File: src/rtl/mul_share_if.sv
// mul_share_if: requester, shared-multiplier and result signals of mul_share_ctrl
interface mul_share_if #(parameter int W = 128);
  logic           req0_valid, req1_valid, req0_ready, req1_ready;
  logic [W-1:0]   req0_a, req0_b, req1_a, req1_b;
  logic [W-1:0]   mul_a, mul_b;
  logic [2*W-1:0] mul_p, res_p;
  logic           res_valid, res_id, res_ready, busy;
  modport master (
    output req0_valid, req1_valid, req0_a, req0_b, req1_a, req1_b, mul_p, res_ready,
    input  req0_ready, req1_ready, mul_a, mul_b, res_valid, res_p, res_id, busy
  );
  modport slave (
    input  req0_valid, req1_valid, req0_a, req0_b, req1_a, req1_b, mul_p, res_ready,
    output req0_ready, req1_ready, mul_a, mul_b, res_valid, res_p, res_id, busy
  );
endinterface

File: src/rtl/mul_share_ctrl.sv
// mul_share_ctrl: round-robin sharing of one external multiplier between two requesters
module mul_share_ctrl #(
  parameter int W       = 128,
  parameter int MUL_CYC = 2
) (
  input logic      clk,
  input logic      rst_n,
  mul_share_if.slave bus
);
  localparam logic [1:0] IDLE = 2'd0;
  localparam logic [1:0] WAIT = 2'd1;
  localparam logic [1:0] DONE = 2'd2;
  localparam logic [3:0] CNT_INIT = 4'(MUL_CYC - 1);
  logic [1:0]     state_q;
  logic           prio_q, id_q, res_id_q, res_valid_q;
  logic [3:0]     cnt_q;
  logic [W-1:0]   mul_a_q, mul_b_q;
  logic [2*W-1:0] res_p_q;
  logic           any_d, gnt_d, idle_d;
  // arbitration: a lone requester wins, otherwise the round-robin pointer decides
  always_comb begin
    any_d  = bus.req0_valid | bus.req1_valid;
    gnt_d  = (bus.req0_valid && bus.req1_valid) ? prio_q : bus.req1_valid;
    idle_d = state_q == IDLE;
  end
  assign bus.req0_ready = rst_n && idle_d && any_d && !gnt_d;
  assign bus.req1_ready = rst_n && idle_d && any_d && gnt_d;
  assign bus.mul_a      = mul_a_q;
  assign bus.mul_b      = mul_b_q;
  assign bus.res_p      = res_p_q;
  assign bus.res_id     = res_id_q;
  assign bus.res_valid  = res_valid_q;
  assign bus.busy       = !idle_d;
  // IDLE grants and latches operands, WAIT lets the multiplier settle, DONE holds the result
  always_ff @(posedge clk or negedge rst_n) begin
    if (!rst_n) begin
      state_q     <= IDLE;
      prio_q      <= 1'b0;
      id_q        <= 1'b0;
      cnt_q       <= '0;
      mul_a_q     <= '0;
      mul_b_q     <= '0;
      res_p_q     <= '0;
      res_id_q    <= 1'b0;
      res_valid_q <= 1'b0;
    end else begin
      case (state_q)
        IDLE: if (any_d) begin
          mul_a_q <= gnt_d ? bus.req1_a : bus.req0_a;
          mul_b_q <= gnt_d ? bus.req1_b : bus.req0_b;
          id_q    <= gnt_d;
          prio_q  <= !gnt_d;
          cnt_q   <= CNT_INIT;
          state_q <= WAIT;
        end
        WAIT: if (cnt_q != 4'd0) begin
          cnt_q <= cnt_q - 4'd1;
        end else begin
          res_p_q     <= bus.mul_p;
          res_id_q    <= id_q;
          res_valid_q <= 1'b1;
          state_q     <= DONE;
        end
        DONE: if (bus.res_ready) begin
          res_valid_q <= 1'b0;
          state_q     <= IDLE;
        end
        default: state_q <= IDLE;
      endcase
    end
  end
endmodule

File: src/flat_wrapper.sv
// flat-port wrapper written by rule: the top's interface ports become plain ports
module mul_share_ctrl_flat 
#(
  parameter int W       = 128,
  parameter int MUL_CYC = 2
)
  (clk, rst_n, bus_req0_valid, bus_req1_valid, bus_req0_a, bus_req0_b, bus_req1_a, bus_req1_b, bus_mul_p, bus_res_ready, bus_req0_ready, bus_req1_ready, bus_mul_a, bus_mul_b, bus_res_valid, bus_res_p, bus_res_id, bus_busy);
  mul_share_if #(.W(W)) bus_i ();
  input logic clk;
  input logic rst_n;
  input wire logic [$bits(bus_i.req0_valid)-1:0] bus_req0_valid;
  input wire logic [$bits(bus_i.req1_valid)-1:0] bus_req1_valid;
  input wire logic [$bits(bus_i.req0_a)-1:0] bus_req0_a;
  input wire logic [$bits(bus_i.req0_b)-1:0] bus_req0_b;
  input wire logic [$bits(bus_i.req1_a)-1:0] bus_req1_a;
  input wire logic [$bits(bus_i.req1_b)-1:0] bus_req1_b;
  input wire logic [$bits(bus_i.mul_p)-1:0] bus_mul_p;
  input wire logic [$bits(bus_i.res_ready)-1:0] bus_res_ready;
  output wire logic [$bits(bus_i.req0_ready)-1:0] bus_req0_ready;
  output wire logic [$bits(bus_i.req1_ready)-1:0] bus_req1_ready;
  output wire logic [$bits(bus_i.mul_a)-1:0] bus_mul_a;
  output wire logic [$bits(bus_i.mul_b)-1:0] bus_mul_b;
  output wire logic [$bits(bus_i.res_valid)-1:0] bus_res_valid;
  output wire logic [$bits(bus_i.res_p)-1:0] bus_res_p;
  output wire logic [$bits(bus_i.res_id)-1:0] bus_res_id;
  output wire logic [$bits(bus_i.busy)-1:0] bus_busy;
  assign bus_i.req0_valid = bus_req0_valid;
  assign bus_i.req1_valid = bus_req1_valid;
  assign bus_i.req0_a = bus_req0_a;
  assign bus_i.req0_b = bus_req0_b;
  assign bus_i.req1_a = bus_req1_a;
  assign bus_i.req1_b = bus_req1_b;
  assign bus_i.mul_p = bus_mul_p;
  assign bus_i.res_ready = bus_res_ready;
  assign bus_req0_ready = bus_i.req0_ready;
  assign bus_req1_ready = bus_i.req1_ready;
  assign bus_mul_a = bus_i.mul_a;
  assign bus_mul_b = bus_i.mul_b;
  assign bus_res_valid = bus_i.res_valid;
  assign bus_res_p = bus_i.res_p;
  assign bus_res_id = bus_i.res_id;
  assign bus_busy = bus_i.busy;
  mul_share_ctrl #(.W(W), .MUL_CYC(MUL_CYC)) u_core (.clk(clk), .rst_n(rst_n), .bus(bus_i));
endmodule
File: config.mk
export PLATFORM = sky130hd
export DESIGN_NAME = mul_share_ctrl_flat
export DESIGN_NICKNAME = d
export VERILOG_FILES = /design/src/rtl/mul_share_if.sv /design/src/rtl/mul_share_ctrl.sv /design/src/flat_wrapper.sv
export SDC_FILE = /design/constraint.sdc
export NUM_CORES = 1
export LEC_CHECK = 0
export ABC_AREA = 1
export ABC_CLOCK_PERIOD_IN_PS = 4100
export BUFFER_PORTS_ARGS = -buffer_cell sky130_fd_sc_hd__buf_2
export CAP_MARGIN = 20
export CORE_AREA = 2 2 500 502
export CTS_CLUSTER_SIZE = 24
export DETAILED_ROUTE_END_ITERATION = 6
export DIE_AREA = 0 0 502 504
export PLACE_DENSITY = 0.36
export SLEW_MARGIN = 15
export SYNTH_ARGS = -nofsm -noshare
export SYNTH_HDL_FRONTEND = slang
export SYNTH_SLANG_ARGS = --single-unit
File: constraint.sdc
create_clock -name clk -period 4.1 [get_ports clk]
set_input_delay 0.615 -clock clk [delete_from_list [all_inputs] [get_ports clk]]
set_output_delay 0.615 -clock clk [all_outputs]
set_load 0.02 [all_outputs]
==> flow_summary.yaml, run 1 <==
clock_tree:
  cts_inserted_buffers: 74
  tritoncts_clock_tree: "done"
  cts-hold-fix-buffers: 1
  post_cts.repair.setup_buffers: 0
  cts.root.buffer_cell: "sky130_fd_sc_hd__clkbuf_16"
  count_of_h_tree_levels_built_during_cts: 3
  path_clk_slew_ps: 60
  cts_max_path_buffers: 3
  post_cts.resized_instances: 0
  clock-sinks: 522
  insertion_delay_of_the_later_clocked_pin_in_the_worst_skew_pair_ps: 700
layout:
  layout.nets: 4551
  final_area_um2: 34500
  mostFrequentLayoutCells: "1288 x sky130_fd_sc_hd__buf_2, 1034 x sky130_fd_sc_hd__nand2_1, 522 x sky130_fd_sc_hd__dfrtp_1"
  mostFrequentLayoutCell: "sky130_fd_sc_hd__buf_2"
  final_layout_size_suffix_gt1_frac: 0.378
  layout-area-overhead-vs-synth_pct: 61.3
routing:
  avgViaCountPerCell: 3.22
  dr_wl_met3_mm: 29.7
  drt-initial-drc-count: 1558
  routed_wire_length_per_instance_um: 24.9
  final_antenna_net_count: 0
  finalWirelength_mm: 181
  number_of_design_rule_violations_left_after_detail_routing: 0
  route.vias.total: 23448
  wl_met2_mm: 80.5
  firstDrtPassIters: 5
  wirelength_met1_mm: 63.5
  top_layer: "met5"
die:
  rows: 183
  dieArea_um2: 253000
  chipWidth_um: 502
  floorplan.die.height_um: 504
  core-area_um2: 248000
  floorplan.io_pins: 1290
  initial_utilization: 0.0865
sta:
  timing.final.crit_share: 0.869
  layout_setup_ws_ps: 535
  min_period_ps: 3560
  slew_headroom: 0.116
  timing.hold.ws_ps: 113
  timing.setup.tns_ps: 0
  finalClockSkew_ps: 35.5
  finalHoldViolations: 0
  maximum_operating_frequency_mhz: 281
  slew_violations: 0
  rsz0062_at_grt: "false"
  setup-violations-final: 0
  tightestPinTransition_ps: 1330
pwr:
  vdd.ir_drop.worst_v: 0.000385
  power.density_cell_area_nw_per_um2: 849
  leakage_uw: 0.0179
status:
  run_status: "completed"
worst_setup_path:
  critical-path-max-stage-delay_ps: 530
  critical_path.cell_chain: "nor2_2 -> inv_2 -> nor2_4 -> inv_1 -> nor2_1 -> buf_2"
  worstSetupStartpointType: "flip-flop"
  path_max_fanout: 9
  worstSetupStartpoint: "u_core.state_q[1]$_DFFE_PN0P_"
  path_class: "reg -> out"
  endpoint_kind: "primary output"
  timing.critical_path.slowest_stage_cell: "sky130_fd_sc_hd__nor2_1"
  worst_ep_required_time_ps: 3480
  r2r_start: "u_core.state_q[1]$_DFFE_PN0P_"
  timing.critical_path.arrival_ps: 2950
grt:
  grt_overflow_total: 0
  grt_use_total: 0.138
  grt_pass1_wl_mm: 229
  number_of_global_route_vias_before_repair: 22982
  grt_max_degree: 141
  antenna_found_initial: 236
yosys:
  number_of_nets_produced_by_synthesis: 3285
  post_synth.cell_area_avg_um2: 8.53
  synthesis.yosys.warnings: 0
  synth_simple_gate_area_share: 0.246
  postSynthRegisterBits: 522
  yosys.area_share.xor_xnor: 0.000409
  synth_compound_area_frac: 0.0626
  muxShareOfSynthArea: 0
  combinational_family_with_the_most_area_after_synthesis: "simple AND/OR/NAND/NOR gates"
  post-synth-top-area-fraction: 0.610
  netlist_instances: 2510
  top_cells_by_area_synth: "sky130_fd_sc_hd__dfrtp_1 61%, sky130_fd_sc_hd__nand2_1 18%, sky130_fd_sc_hd__nand3_1 6.1%, sky130_fd_sc_hd__o21ai_0 5.8%, sky130_fd_sc_hd__inv_1 4.7%"
  synth_cell_type_count: 20
  synth_adder_area_share: 0.00117
  synth_seq_area_share: 0.610
  mappedNetlistArea_um2: 21400
  synthDominantAreaCellType: "sky130_fd_sc_hd__dfrtp_1"
place:
  post_dp_cell_area_um2: 31900
  place_ws_ps: 785
  place.detailed.hpwl_mm: 155
  port_buffers: 1289
  globalplace.congestion: 0.898
run:
  drv.max_cap_violation_count: 0
worst_hold_path:
  min_from: "bus_req0_a[80]"
  hold_path_class: "in -> reg"
layer usage:
| metal | track usage | vias to the layer above |
|---|---|---|
| met4 | 0.0435 | 168 |
| met2 | 0.220 | 1458 |
| met3 | 0.0997 | 542 |
| li1 | - | 10455 |
| met5 | 0 | - |
| met1 | 0.141 | 10825 |
area by class of cell:
class	count	area, um^2
repair buffers	1331	6970
flip-flops and latches	522	13100
multi-input cells	1577	6650
well taps	3330	4170
fillers	28812	213000
inverters	270	1010
diodes	109	273
clock inverters	31	344
clock buffers	103	2050
where the power goes:
part	internal (uW)	leakage [uW]	total, uW	switching (uW)
clock	3620	0.00115	6510	2890
combinational	3810	0.0103	13600	9840
sequential	7730	0.00641	9150	1420
synthesized netlist by cell type:
master	number
sky130_fd_sc_hd__xor2_1	1
sky130_fd_sc_hd__nand4_1	1
sky130_fd_sc_hd__nor2_4	2
sky130_fd_sc_hd__o21ai_2	1
sky130_fd_sc_hd__nor2_1	8
sky130_fd_sc_hd__inv_1	269
sky130_fd_sc_hd__inv_2	1
sky130_fd_sc_hd__ha_1	2
sky130_fd_sc_hd__nand3_1	259
sky130_fd_sc_hd__buf_6	4
sky130_fd_sc_hd__nand2_1	1034
sky130_fd_sc_hd__a21oi_1	1
sky130_fd_sc_hd__o21ai_1	19
sky130_fd_sc_hd__clkbuf_1	38
sky130_fd_sc_hd__buf_2	93
sky130_fd_sc_hd__nand3_2	1
sky130_fd_sc_hd__o21ai_0	246
sky130_fd_sc_hd__dfrtp_1	522
sky130_fd_sc_hd__buf_4	6
sky130_fd_sc_hd__nor2_2	2
path summary, 6_finish.rpt:
| path | to | slack (ps) | cells after the start |
|---|---|---|---|
| worst max-delay path | bus_req1_ready | 540 | 6 |
| worst min-delay path | u_core.bus.mul_a[80]$_DFFE_PN0P_ | 110 | 3 |
| worst max register to register | u_core.bus.mul_a[0]$_DFFE_PN0P_ | 1730 | 6 |
| worst min register to register | u_core.bus.res_p[244]$_DFFE_PN0P_ | 480 | 2 |
| max in group asynchronous | u_core.bus.mul_b[91]$_DFFE_PN0P_ | 2210 | 3 |
| min in group asynchronous | u_core.bus.res_p[77]$_DFFE_PN0P_ | 450 | 2 |
kinds of logic (layout without fill, tap and decap cells):
| kind of cell | count (synthesis) | count (layout) |
|---|---|---|
| other cells | 0 | 109 |
| flops | 522 | 522 |
| buf+inv | 411 | 1735 |
| xor+xnor | 1 | 1 |
| fa+ha+maj | 2 | 2 |
| simple gates | 1307 | 1307 |
| compound gates | 267 | 267 |
metrics by stage:
step	std cells	utilization	total power [uW]
after detailed placement	7029	0.129	23200
after floorplan	2510	-	16200
final	7273	0.140	29300
after CTS	7164	0.138	30000
after global placement	7029	0.129	23100
after global routing	7235	0.139	31400
state kept, by name, summed over array words and instances (netlist names):
name and cells:
u_core.prio_q 1, u_core.cnt_q 4, u_core.bus.res_id 1, u_core.bus.mul_b 128, u_core.bus.res_p 256, u_core.bus.mul_a 128
u_core.bus.res_valid 1, u_core.id_q 1, u_core.state_q 2
worst max-delay path, delay by kind of cell (launching register included):
kind	cells	cell delay [ps]
AND/OR/NAND/NOR	3	1280
flip-flops	1	440
buffers and inverters	3	520
Power figures use the tool's default switching activity.
==> inputs of run 2 (changes only) <==
--- a/config.mk
+++ b/config.mk
@@ -9,10 +9,10 @@
 export ABC_CLOCK_PERIOD_IN_PS = 4100
 export BUFFER_PORTS_ARGS = -buffer_cell sky130_fd_sc_hd__buf_2
 export CAP_MARGIN = 20
-export CORE_AREA = 2 2 500 502
+export CORE_AREA = 2 2 506 508
 export CTS_CLUSTER_SIZE = 24
 export DETAILED_ROUTE_END_ITERATION = 6
-export DIE_AREA = 0 0 502 504
+export DIE_AREA = 0 0 508 510
 export PLACE_DENSITY = 0.36
 export SLEW_MARGIN = 15
 export SYNTH_ARGS = -nofsm -noshare
==> flow_summary.yaml, run 2 (synthesis gave the netlist of run 1 again) <==
grt:
  grt_use_total: 0.135
  grt_max_degree: 237
  number_of_global_route_vias_before_repair: 22935
  grt_overflow_total: 0
  grt_pass1_wl_mm: 228
  antenna_found_initial: 250
die:
  rows: 185
  initial_utilization: 0.0845
  floorplan.io_pins: 1290
  chipWidth_um: 508
  core-area_um2: 253000
  floorplan.die.height_um: 510
  dieArea_um2: 259000
layout:
  layout-area-overhead-vs-synth_pct: 60.6
  mostFrequentLayoutCells: "1288 x sky130_fd_sc_hd__buf_2, 1034 x sky130_fd_sc_hd__nand2_1, 522 x sky130_fd_sc_hd__dfrtp_1"
  largest_register_ffs: 256
  final_area_um2: 34400
  mostFrequentLayoutCell: "sky130_fd_sc_hd__buf_2"
  final_layout_size_suffix_gt1_frac: 0.376
  layout.filler_cells: 29524
  seqCellArea_um2: 13100
  multi_input_comb_area_um2: 6650
  layout.nets: 4537
sta:
  finalHoldViolations: 0
  finalClockSkew_ps: 23.0
  tightestPinTransition_ps: 1050
  slew_headroom: 0.303
  slew_violations: 0
  timing.final.crit_share: 0.799
  setup-violations-final: 0
  layout_setup_ws_ps: 825
  rsz0062_at_grt: "false"
  min_period_ps: 3280
  maximum_operating_frequency_mhz: 305
  timing.setup.tns_ps: 0
place:
  place_ws_ps: 1050
  place.detailed.hpwl_mm: 154
  post_dp_cell_area_um2: 31800
  globalplace.congestion: 0.880
  port_buffers: 1289
worst_setup_path:
  timing.critical_path.arrival_ps: 2660
  path_max_fanout: 56
  worst_ep_required_time_ps: 3480
  path_class: "in -> out"
  endpoint_kind: "primary output"
  worstSetupStartpointType: "input port"
run:
  drv.max_cap_violation_count: 0
routing:
  finalWirelength_mm: 181
  number_of_design_rule_violations_left_after_detail_routing: 0
  drt-initial-drc-count: 1400
  routed_wire_length_per_instance_um: 24.9
  final_antenna_net_count: 0
  route.vias.total: 23413
  firstDrtPassIters: 6
  avgViaCountPerCell: 3.22
worst_hold_path:
  hold_path_class: "in -> reg"
clock_tree:
  path_clk_slew_ps: 60
  cts_inserted_buffers: 74
  count_of_h_tree_levels_built_during_cts: 3
  tritoncts_clock_tree: "done"
  post_cts.resized_instances: 0
  clock-sinks: 522
  cts.root.buffer_cell: "sky130_fd_sc_hd__clkbuf_16"
  insertion_delay_of_the_later_clocked_pin_in_the_worst_skew_pair_ps: 690
  cts_max_path_buffers: 3
status:
  run_status: "completed"
pwr:
  vdd.ir_drop.worst_v: 0.000480
  leakage_uw: 0.0178
  power.density_cell_area_nw_per_um2: 853
[run 2: worst max-delay path, cell delays in order]
cell and delay [ps]:
sky130_fd_sc_hd__dlygate4sd3_1 560, sky130_fd_sc_hd__buf_8 430, sky130_fd_sc_hd__inv_1 290, sky130_fd_sc_hd__nor2_1 400, sky130_fd_sc_hd__buf_4 180, sky130_fd_sc_hd__buf_2 150
[run 2: metal layers]
metal	vias up	GRT usage	wire length, um
met5	-	0	1160
met4	176	0.0532	7990
met3	549	0.101	29900
met2	1442	0.202	76700
met1	10844	0.142	65300
li1	10402	-	-
[run 2: metrics by stage]
step,cells,power [uW],hold slack [ps],utilization
finish,7260,29300,130,0.136
global route,7226,31400,57.0,0.135
CTS,7182,30000,20.9,0.135
detailed placement,7051,23000,467,0.125
global placement,7051,23000,463,0.125
floorplan,2510,16200,319,-
[run 2: final timing paths]
| kind | startpoint | endpoint | slack [ps] | cells past startpoint |
|---|---|---|---|---|
| setup / recovery | rst_n | bus_req0_ready | 820 | 6 |
| hold / removal | bus_req0_a[62] | u_core.bus.mul_a[62]$_DFFE_PN0P_ | 130 | 3 |
| setup reg to reg | u_core.state_q[1]$_DFFE_PN0P_ | u_core.bus.mul_a[13]$_DFFE_PN0P_ | 1490 | 6 |
| hold reg to reg | u_core.bus.res_p[81]$_DFFE_PN0P_ | u_core.bus.res_p[81]$_DFFE_PN0P_ | 480 | 2 |
| max in group asynchronous | rst_n | u_core.bus.res_p[107]$_DFFE_PN0P_ | 2150 | 4 |
| min in group asynchronous | rst_n | u_core.bus.mul_b[83]$_DFFE_PN0P_ | 490 | 2 |
[run 2: what timing repair did]
action,CTS,global route
setup buffers,0,0
hold buffers,1,0
hold endpoints to repair,50,0
[run 2: final cells by class]
| type | instances | area share |
|---|---|---|
| well taps | 3366 | 0.122 |
| clock buffers | 108 | 0.0628 |
| diodes | 78 | 0.00568 |
| multi-input cells | 1577 | 0.193 |
| clock inverters | 22 | 0.00771 |
| repair buffers | 1317 | 0.198 |
| flip-flops and latches | 522 | 0.380 |
| inverters | 270 | 0.0295 |
[run 2: report_power, final]
| part | total (uW) | internal (uW) | switching (uW) |
|---|---|---|---|
| clock network | 6640 | 3810 | 2830 |
| logic | 13500 | 3710 | 9820 |
| registers | 9150 | 7730 | 1420 |
| total | 29300 | 15300 | 14100 |
==> inputs of run 3 (changes only) <==
--- a/config.mk
+++ b/config.mk
@@ -6,13 +6,13 @@
 export NUM_CORES = 1
 export LEC_CHECK = 0
 export ABC_AREA = 1
-export ABC_CLOCK_PERIOD_IN_PS = 4100
+export ABC_CLOCK_PERIOD_IN_PS = 3100
 export BUFFER_PORTS_ARGS = -buffer_cell sky130_fd_sc_hd__buf_2
 export CAP_MARGIN = 20
-export CORE_AREA = 2 2 506 508
+export CORE_AREA = 2 2 508 510
 export CTS_CLUSTER_SIZE = 24
 export DETAILED_ROUTE_END_ITERATION = 6
-export DIE_AREA = 0 0 508 510
+export DIE_AREA = 0 0 510 512
 export PLACE_DENSITY = 0.36
 export SLEW_MARGIN = 15
 export SYNTH_ARGS = -nofsm -noshare
==> constraint.sdc (replaced) <==
create_clock -name clk -period 3.1 [get_ports clk]
set_input_delay 0.465 -clock clk [delete_from_list [all_inputs] [get_ports clk]]
set_output_delay 0.465 -clock clk [all_outputs]
set_load 0.02 [all_outputs]
==> flow_summary.yaml, run 3 (synthesis gave the netlist of run 1 again) <==
status:
  run_status: "completed"
clock_tree:
  post_cts.repair.setup_buffers: 0
  count_of_h_tree_levels_built_during_cts: 3
  insertion_delay_of_the_later_clocked_pin_in_the_worst_skew_pair_ps: 710
  cts.root.buffer_cell: "sky130_fd_sc_hd__clkbuf_16"
  post_cts.resized_instances: 0
  clock-sinks: 522
  cts_inserted_buffers: 76
  cts_max_path_buffers: 3
  tritoncts_clock_tree: "done"
  path_clk_slew_ps: 50
  cts-hold-fix-buffers: 730
routing:
  drt-initial-drc-count: 1562
  avgViaCountPerCell: 3.27
  route.vias.total: 26325
  finalWirelength_mm: 187
  firstDrtPassIters: 5
  final_antenna_net_count: 0
  number_of_design_rule_violations_left_after_detail_routing: 0
  routed_wire_length_per_instance_um: 23.2
grt:
  number_of_global_route_vias_before_repair: 26668
  antenna_found_initial: 216
  grt_use_total: 0.138
  grt_max_degree: 129
  grt_pass1_wl_mm: 241
  grt_overflow_total: 0
worst_setup_path:
  endpoint_kind: "primary output"
  crit_buf_inv: 2
  timing.critical_path.arrival_ps: 2360
  worstSetupStartpointType: "flip-flop"
  path_class: "reg -> out"
  cpLargestDelayFamily: "simple AND/OR/NAND/NOR gates"
  ff2ff_setup_slack_ps: 300
  critical-path-max-stage-delay_ps: 460
  path_max_fanout: 11
  worst_ep_required_time_ps: 2630
  timing.critical_path.slowest_stage_cell: "sky130_fd_sc_hd__nor2_4"
  critical_path.cell_chain: "nor2_2 -> o21ai_4 -> nor2_4 -> inv_1 -> nor2_1 -> buf_2"
worst_hold_path:
  hold_path_class: "in -> reg"
layout:
  mostFrequentLayoutCells: "1287 x sky130_fd_sc_hd__buf_2, 1034 x sky130_fd_sc_hd__nand2_1, 730 x sky130_fd_sc_hd__dlygate4sd3_1"
  layout.filler_cells: 29333
  layout-area-overhead-vs-synth_pct: 96.7
  largest_register_ffs: 256
  final_layout_size_suffix_gt1_frac: 0.319
  final-instance-count-excl-fill: 8053
  final_area_um2: 42100
  mostFrequentLayoutCell: "sky130_fd_sc_hd__buf_2"
  layout.nets: 5290
sta:
  slew_violations: 0
  slew_headroom: 0.449
  rsz0062_at_grt: "false"
  maximum_operating_frequency_mhz: 354
  finalClockSkew_ps: 23.7
  tightestPinTransition_ps: 826
  layout_setup_ws_ps: 274
  finalHoldViolations: 0
  timing.setup.tns_ps: 0
  timing.final.crit_share: 0.912
  setup-violations-final: 0
  min_period_ps: 2830
die:
  dieArea_um2: 261000
  chipWidth_um: 510
  core-area_um2: 256000
  initial_utilization: 0.0837
  floorplan.io_pins: 1290
  rows: 186
  floorplan.die.height_um: 512
pwr:
  leakage_uw: 0.0212
  pwr-share-clk: 0.210
  p_sw_uw: 19600
  cell_internal_pwr_uw: 23500
  power.switching_fraction: 0.455
  power.density_cell_area_nw_per_um2: 1020
  comb_power_share: 0.506
  finalPower_uw: 43100
  vdd.ir_drop.worst_v: 0.000521
  power.share.sequential: 0.285
place:
  post_dp_cell_area_um2: 32000
  place.detailed.hpwl_mm: 157
  place_ws_ps: 826
  dp_cells: 7091
  port_buffers: 1289
  globalplace.congestion: 0.888
run:
  drv.max_cap_violation_count: 0
-- run 3: changes by cell type in the layout (fill, tap and decap cells not counted), moves of 2 or more --
cell	delta
sky130_fd_sc_hd__dlygate4sd3_1	+729
sky130_fd_sc_hd__bufinv_16	+2
sky130_fd_sc_hd__buf_12	+8
sky130_fd_sc_hd__clkbuf_16	+2
sky130_fd_sc_hd__diode_2	+16
sky130_fd_sc_hd__buf_4	+15
sky130_fd_sc_hd__clkbuf_1	+6
sky130_fd_sc_hd__clkbuf_8	-3
-- run 3: worst paths after layout --
path,startpoint,depth (start not counted),endpoint
setup / recovery,u_core.state_q[1]$_DFFE_PN0P_,6,bus_req0_ready
hold / removal,bus_mul_p[95],3,u_core.bus.res_p[95]$_DFFE_PN0P_
setup reg to reg,u_core.state_q[1]$_DFFE_PN0P_,8,u_core.bus.mul_a[62]$_DFFE_PN0P_
hold reg to reg,u_core.bus.res_p[138]$_DFFE_PN0P_,2,u_core.bus.res_p[138]$_DFFE_PN0P_
max in group asynchronous,rst_n,4,u_core.bus.mul_a[104]$_DFFE_PN0P_
min in group asynchronous,rst_n,2,u_core.bus.res_p[57]$_DFFE_PN0P_
-- run 3: per-stage QoR --
step	hold WS [ps]	util
finish	82.8	0.165
global placement	393	0.125
floorplan	169	-
detailed placement	393	0.125
global route	31.3	0.164
CTS	1.12	0.164
-- run 3: area by class of cell --
cell class	instances	area [um^2]	share of cell area
multi-input combinational	1577	6650	0.158
sequential	522	13100	0.310
clock inverter	25	323	0.00767
clock buffer	113	2190	0.0521
tap	3384	4230	0.101
timing repair buffer	2068	14400	0.342
inverter	270	1010	0.0241
antenna	94	235	0.00559
-- run 3: worst register-to-register path, stage by stage (launching register included) --
cell and delay (ps):
sky130_fd_sc_hd__dfrtp_1 430, sky130_fd_sc_hd__nor2_2 230, sky130_fd_sc_hd__o21ai_4 120, sky130_fd_sc_hd__nor2_4 460, sky130_fd_sc_hd__buf_12 400, sky130_fd_sc_hd__buf_12 360
sky130_fd_sc_hd__nand2_1 110, sky130_fd_sc_hd__nand3_1 70, sky130_fd_sc_hd__dlygate4sd3_1 540
-- run 3: power by group through the flow --
stage                     registers (uW)  logic [uW]  clock network, uW
after floorplan                    16000        5380                  0
after detailed placement           12300       18700                  0
final                              12300       21800               9040
after global routing               12700       23800               9650
after CTS                          12200       22200               9450
after global placement             12200       18600                  0
-- run 3: layer usage --
metal | GRT usage | up-vias | share of wire
met3 | 0.0876 | 492 | 0.15
met1 | 0.146 | 12312 | 0.36
met5 | 0 | - | 0.0054
met2 | 0.225 | 1442 | 0.45
met4 | 0.0395 | 154 | 0.036
li1 | - | 11925 | -
